**src/rtl/maclaurin_pkg.sv**
```systemverilog
// Shared types and widths for the maclauren series sequencer.
package maclaurin_pkg;

  localparam int X_WIDTH = 8;
  localparam int N_WIDTH = 3;

  typedef enum logic [2:0] {
    IDLE   = 3'd0,
    START  = 3'd1,
    CONFIG = 3'd2,
    FEED   = 3'd3,
    DRAIN  = 3'd4,
    FLUSH  = 3'd5,
    GAP    = 3'd6
  } seq_state_t;

endpackage

```
**src/rtl/maclaurin_sample_buf.sv**
```systemverilog
// Sample register file: synchronous write, combinational read, no reset so
// contents survive a sequencer reset.
module maclaurin_sample_buf
  import maclaurin_pkg::*;
#(
  parameter int DEPTH = 32,
  localparam int AW = $clog2(DEPTH)
) (
  input  logic               clk,
  input  logic               we,
  input  logic [AW-1:0]      waddr,
  input  logic [X_WIDTH-1:0] wdata,
  input  logic [AW-1:0]      raddr,
  output logic [X_WIDTH-1:0] rdata
);

  logic [X_WIDTH-1:0] mem [DEPTH];

  always_ff @(posedge clk) begin
    if (we) mem[waddr] <= wdata;
  end

  assign rdata = mem[raddr];

endmodule

```
**src/rtl/maclaurin_seq_ctrl.sv**
```systemverilog
// Job sequencer for the maclauren datapath: start pulse, sample feed, result
// collection with overflow counting, drain timeout and a one-cycle flush.
module maclaurin_seq_ctrl
  import maclaurin_pkg::*;
#(
  parameter int OUTPUT_WIDTH = 32,
  parameter int DEPTH        = 32,
  parameter int DRAIN_MAX    = 16,
  localparam int AW = $clog2(DEPTH),
  localparam int LW = AW + 1,
  localparam int DW = $clog2(DRAIN_MAX + 1)
) (
  input  logic                    clk,
  input  logic                    rst,
  input  logic                    ld_we,
  input  logic [AW-1:0]           ld_addr,
  input  logic [X_WIDTH-1:0]      ld_data,
  input  logic                    job_start,
  input  logic [N_WIDTH-1:0]      job_n,
  input  logic [LW-1:0]           job_len,
  output logic                    busy,
  output logic                    done,
  output logic                    done_err,
  output logic [LW-1:0]           ov_count,
  output logic                    res_valid,
  output logic [OUTPUT_WIDTH-1:0] res_y,
  output logic                    res_ov,
  output logic                    dp_rst,
  output logic                    dp_start,
  output logic [N_WIDTH-1:0]      dp_n,
  output logic [X_WIDTH-1:0]      dp_x,
  input  logic                    dp_ready,
  input  logic                    dp_valid,
  input  logic [OUTPUT_WIDTH-1:0] dp_y,
  input  logic                    dp_overflow,
  input  logic                    dp_error,
  output logic [2:0]              dbg_state
);

  localparam logic [DW-1:0] DRAIN_LIM = DW'(DRAIN_MAX);

  seq_state_t    state, state_nxt;
  logic [LW-1:0] len, idx, rcv;
  logic [DW-1:0] drain_cnt;
  logic          abort, abort_set, zero_done;
  logic          active, last_issue;

  maclaurin_sample_buf #(.DEPTH(DEPTH)) u_buf (
    .clk   (clk),
    .we    (ld_we && !busy),
    .waddr (ld_addr),
    .wdata (ld_data),
    .raddr (idx[AW-1:0]),
    .rdata (dp_x)
  );

  // dp_x is consumed on every FEED cycle with dp_ready=1 (and no dp_error);
  // results are a valid-only strobe forwarded with no backpressure.
  assign active     = (state == START) || (state == CONFIG) ||
                      (state == FEED)  || (state == DRAIN);
  assign last_issue = (idx == len - LW'(1));

  always_comb begin
    state_nxt = state;
    abort_set = 1'b0;
    case (state)
      IDLE:   if (job_start && job_len != '0) state_nxt = START;
      START:  state_nxt = CONFIG;
      CONFIG: state_nxt = FEED;
      FEED:   if (dp_ready && last_issue) state_nxt = DRAIN;
      DRAIN: begin
        if (rcv == len) begin
          state_nxt = FLUSH;
        end else if (drain_cnt == DRAIN_LIM) begin
          state_nxt = FLUSH;
          abort_set = 1'b1;
        end
      end
      FLUSH:  state_nxt = GAP;
      GAP:    state_nxt = IDLE;
      default: state_nxt = IDLE;
    endcase
    // A datapath error overrides any other transition, including final feed.
    if (active && dp_error) begin
      state_nxt = FLUSH;
      abort_set = 1'b1;
    end
  end

  always_ff @(posedge clk) begin
    if (rst) begin
      state     <= IDLE;
      len       <= '0;
      idx       <= '0;
      rcv       <= '0;
      ov_count  <= '0;
      drain_cnt <= '0;
      abort     <= 1'b0;
      zero_done <= 1'b0;
      dp_n      <= '0;
    end else begin
      state     <= state_nxt;
      zero_done <= (state == IDLE) && job_start && (job_len == '0);
      if (state == IDLE) begin
        if (job_start) begin
          dp_n      <= job_n;
          len       <= job_len;
          idx       <= '0;
          rcv       <= '0;
          ov_count  <= '0;
          drain_cnt <= '0;
        end
      end else begin
        if (state == FEED && dp_ready && !dp_error) idx <= idx + LW'(1);
        if (dp_valid && rcv != len) begin
          rcv <= rcv + LW'(1);
          if (dp_overflow) ov_count <= ov_count + LW'(1);
        end
        if (state == DRAIN) drain_cnt <= drain_cnt + DW'(1);
      end
      if (state == GAP)   abort <= 1'b0;
      else if (abort_set) abort <= 1'b1;
    end
  end

  assign busy      = (state != IDLE);
  assign done      = (state == GAP) || zero_done;
  assign done_err  = (state == GAP) && abort;
  assign dp_start  = (state == START);
  assign dp_rst    = rst || (state == FLUSH);
  assign res_valid = dp_valid;
  assign res_y     = dp_y;
  assign res_ov    = dp_overflow;
  assign dbg_state = state;

endmodule

```
**config.mk**
```make
export PLATFORM = sky130hd
export DESIGN_NAME = maclaurin_seq_ctrl
export DESIGN_NICKNAME = d
export VERILOG_FILES = /design/src/rtl/maclaurin_pkg.sv /design/src/rtl/maclaurin_sample_buf.sv /design/src/rtl/maclaurin_seq_ctrl.sv
export SDC_FILE = /design/constraint.sdc
export NUM_CORES = 1
export LEC_CHECK = 0
export ABC_AREA = 1
export BUFFER_PORTS_ARGS = -buffer_cell sky130_fd_sc_hd__buf_4
export CELL_PAD_IN_SITES_DETAIL_PLACEMENT = 1
export CELL_PAD_IN_SITES_GLOBAL_PLACEMENT = 1
export CORE_ASPECT_RATIO = 2
export CORE_MARGIN = 1
export CORE_UTILIZATION = 50
export DETAILED_ROUTE_END_ITERATION = 7
export PLACE_DENSITY_LB_ADDON = 0.1
export REMOVE_ABC_BUFFERS = 1
export SLEW_MARGIN = 10
export SYNTH_ARGS = -nofsm -noshare
export SYNTH_HDL_FRONTEND = slang
export SYNTH_HIERARCHICAL = 1
export SYNTH_SLANG_ARGS = --single-unit
```
**constraint.sdc**
```tcl
create_clock -name clk -period 3.9 [get_ports clk]
set_clock_uncertainty 0.1 [all_clocks]
set_input_delay 0.78 -clock clk [delete_from_list [all_inputs] [get_ports clk]]
set_output_delay 0.78 -clock clk [all_outputs]
set_load 0.03 [all_outputs]
```
==> results.sh <==
export IMPL_cts_buffers=26
export IMPL_place_congestion=0.826
export IMPL_fillers=2844
export IMPL_cts_tree="built"
export IMPL_rsz0062_at_grt="no"
export IMPL_wl_met1_um=12500
export IMPL_cp_data_arrival_time_ns=2.59
export IMPL_worstHoldPathType="reg2reg"
export IMPL_final_cells=1628
export IMPL_rrSetupSlack_ns=1.02
export IMPL_peakVddDrop_mv=0.421
export IMPL_seqPwrFrac_pct=48.8
export IMPL_via_per_inst=5.63
export IMPL_yosysSeqAreaShare_pct=64.4
export IMPL_syn2layout_area_growth_pct=8.69
export IMPL_die_x_um=116
export IMPL_switchingPower_w=0.00199
export IMPL_power_share_combinational_pct=14.7
export IMPL_cts_resized=0
export IMPL_dp_cells=1580
export IMPL_grt_remaining_overflow=0
export IMPL_crit_fanout=69
export IMPL_clkTransAtPathRegs_ns=0.07
export IMPL_die_height_um=231
export IMPL_crit_path_end_kind="primary output"
export IMPL_syn_area_per_cell_um2=10.3
export IMPL_postCtsSetupBuffers=0
export IMPL_multi_input_area_um2=3750
export IMPL_drt_initial_drc_count=709
export IMPL_layout_drive_gt1_share_pct=10.6
export IMPL_grt_pass1_wl_um=56000
export IMPL_drtPass1Iterations=5
export IMPL_status="completed"
export IMPL_drv_cap=0
export IMPL_rows=83
export IMPL_wl_per_cell_um=23.1
export IMPL_ys_seq_elements=293
export IMPL_seqCellArea_um2=8430
export IMPL_finalSetupViolCount=0
export IMPL_routed_wl_um=37700
export IMPL_required_ns=3.02
export IMPL_crit_path_start_kind="register"
export IMPL_via_count=9162
export IMPL_leakagePower_nw=5.37
export IMPL_io_buffers=56
export IMPL_die_area_um2=26900
export IMPL_fin_nets=1336
export IMPL_coreArea_um2=25700
export IMPL_worst_pin_slew_ns=0.926
export IMPL_grt_pass1_vias=9622
export IMPL_synthDistinctLibCells=38
export IMPL_ys_async_sr_fraction_pct=0
export IMPL_cts_hold_buf=0
export IMPL_synth_edf_count=256
export IMPL_track_usage_pct=29.0
export IMPL_min_period_ns=3.47
export IMPL_slew_viol_final=0
export IMPL_crit_type="reg2out"
export IMPL_p_int_w=0.00531
export IMPL_num_io_pins=121
export IMPL_final_hold_viol_count=0
export IMPL_hpwl_um=24800
export IMPL_wl_met3_um=1880
export IMPL_clock_latency_ns=0.54
export IMPL_clock_sinks=293
export IMPL_synth_cells=1267
export IMPL_dr_max_layer_used="met4"
export IMPL_slew_headroom_pct=38.2
export IMPL_wl_met2_um=21200
export IMPL_ys_flop_type="edfxtp_1"
export IMPL_drc=0
export IMPL_antenna_found_initial=0
export IMPL_p_clk_share_pct=36.5
export IMPL_synth_warnings=6
export IMPL_root_buffer="clkbuf_16"
export IMPL_h_tree_depth=1
export IMPL_timing_fmax_ghz=0.289
export IMPL_initial_utilization_pct=51.0
export IMPL_fin_crit_sh_pct=88.9
export IMPL_netlist_area_um2=13100
export IMPL_hold_ws_ns=0.377
export IMPL_switching_share_pct=27.2
export IMPL_grt_max_degree=133
export IMPL_ant_nets=0
export IMPL_power_density_nw_per_um2=514
export IMPL_clk_path_buf_depth=3
export IMPL_antennaDiodeCount=0
## through the flow
step                      setup TNS (ns)  setup slack, ns  instance area [um^2]  utilization, %  total power, W
after global placement                 0            0.966                 13300            52.0         0.00470
final                                  0            0.434                 14200            55.4         0.00730
after floorplan                   -13.28            -1.66                 12400               -         0.00430
after CTS                              0            0.438                 14200            55.4         0.00736
after detailed placement               0            0.955                 13300            52.0         0.00472
after global routing                   0            0.331                 14200            55.4         0.00755
## cell usage after synthesis, types with 3 or more instances
| cell type | instances | area, um^2 |
|---|---|---|
| o21ai_0 | 11 | 55.1 |
| buf_4 | 38 | 285 |
| o21ai_1 | 3 | 15.0 |
| inv_2 | 6 | 22.5 |
| nor2_8 | 3 | 60.1 |
| edfxtp_1 | 256 | 7690 |
| nor2_1 | 64 | 240 |
| nor3_1 | 3 | 15.0 |
| ha_1 | 6 | 75.1 |
| inv_1 | 45 | 169 |
| clkbuf_1 | 10 | 37.5 |
| dfxtp_1 | 37 | 741 |
| nand2_1 | 443 | 1660 |
| a21oi_1 | 26 | 130 |
| xor2_1 | 6 | 52.6 |
| buf_6 | 26 | 293 |
| o22ai_1 | 3 | 18.8 |
| a211oi_1 | 4 | 30.0 |
| nand3_1 | 235 | 1180 |
| nand2_2 | 3 | 18.8 |
| buf_2 | 15 | 75.1 |
## final timing paths
check,from,to,cells past startpoint
min reg2reg,dp_n[1],dp_n[1],2
max,idx[1],dp_x[0],9
min,dp_n[1],dp_n[1],2
max reg2reg,dbg_state[0],u_buf/mem[28][6],5
## registers in the layout, summed over array words and instances (netlist names)
name and cells:
u_buf/mem 256, idx 6, len 6, ov_count 6, rcv 6, drain_cnt 5, dbg_state 3, dp_n 3
abort 1, zero_done 1
## layer usage
metal | track usage [%] | up-vias
li1 | - | 4266
met1 | 28.4 | 4532
met2 | 55.2 | 274
met3 | 5.07 | 90
met4 | 16.1 | 0
met5 | 1.57 | -
## cells by family after synthesis
| logic type | synth area share [%] |
|---|---|
| flip-flops | 64.4 |
| XOR/XNOR | 0.536 |
| AND/OR/NAND/NOR | 25.4 |
| AO/OA/AOI/OAI | 2.20 |
| adder cells (fa/ha/maj) | 0.574 |
| buffers and inverters | 6.91 |
## cell usage in the layout (no fill, tap or decap), drive strengths merged, types with 6 or more instances in the layout
| master | instances |
|---|---|
| a21oi | 27 |
| buf | 65 |
| clkbuf | 32 |
| clkinv | 11 |
| dfxtp | 37 |
| edfxtp | 256 |
| ha | 6 |
| inv | 53 |
| nand2 | 448 |
| nand3 | 237 |
| nor2 | 70 |
| o21ai | 14 |
| xor2 | 6 |
## area by class of cell
class	count	area share, %
clock inverter	16	1.18
inverter	51	1.36
multi-input combinational	831	26.4
tap	340	2.99
clock buffer	32	5.10
sequential	293	59.3
timing repair buffer	65	3.70
## worst max-delay path: stages, from the launching register on
cell	delay, ns
dfxtp_2	0.33
buf_4	0.60
nand3_1	0.31
nand3_1	0.17
nand2_1	0.08
nand2_1	0.09
nand2_1	0.06
nand2_1	0.08
nand2_1	0.08
buf_4	0.17
## power groups by stage
stage	Clock [W]	Sequential [W]	Combinational, W
CTS	0.00270	0.00356	0.00109
global placement	0	0.00363	0.00107
detailed placement	0	0.00363	0.00109
global route	0.00281	0.00357	0.00118
finish	0.00266	0.00356	0.00108
floorplan	0	0.00367	0.000628
Note: power is estimated with default switching activity, not from simulation.
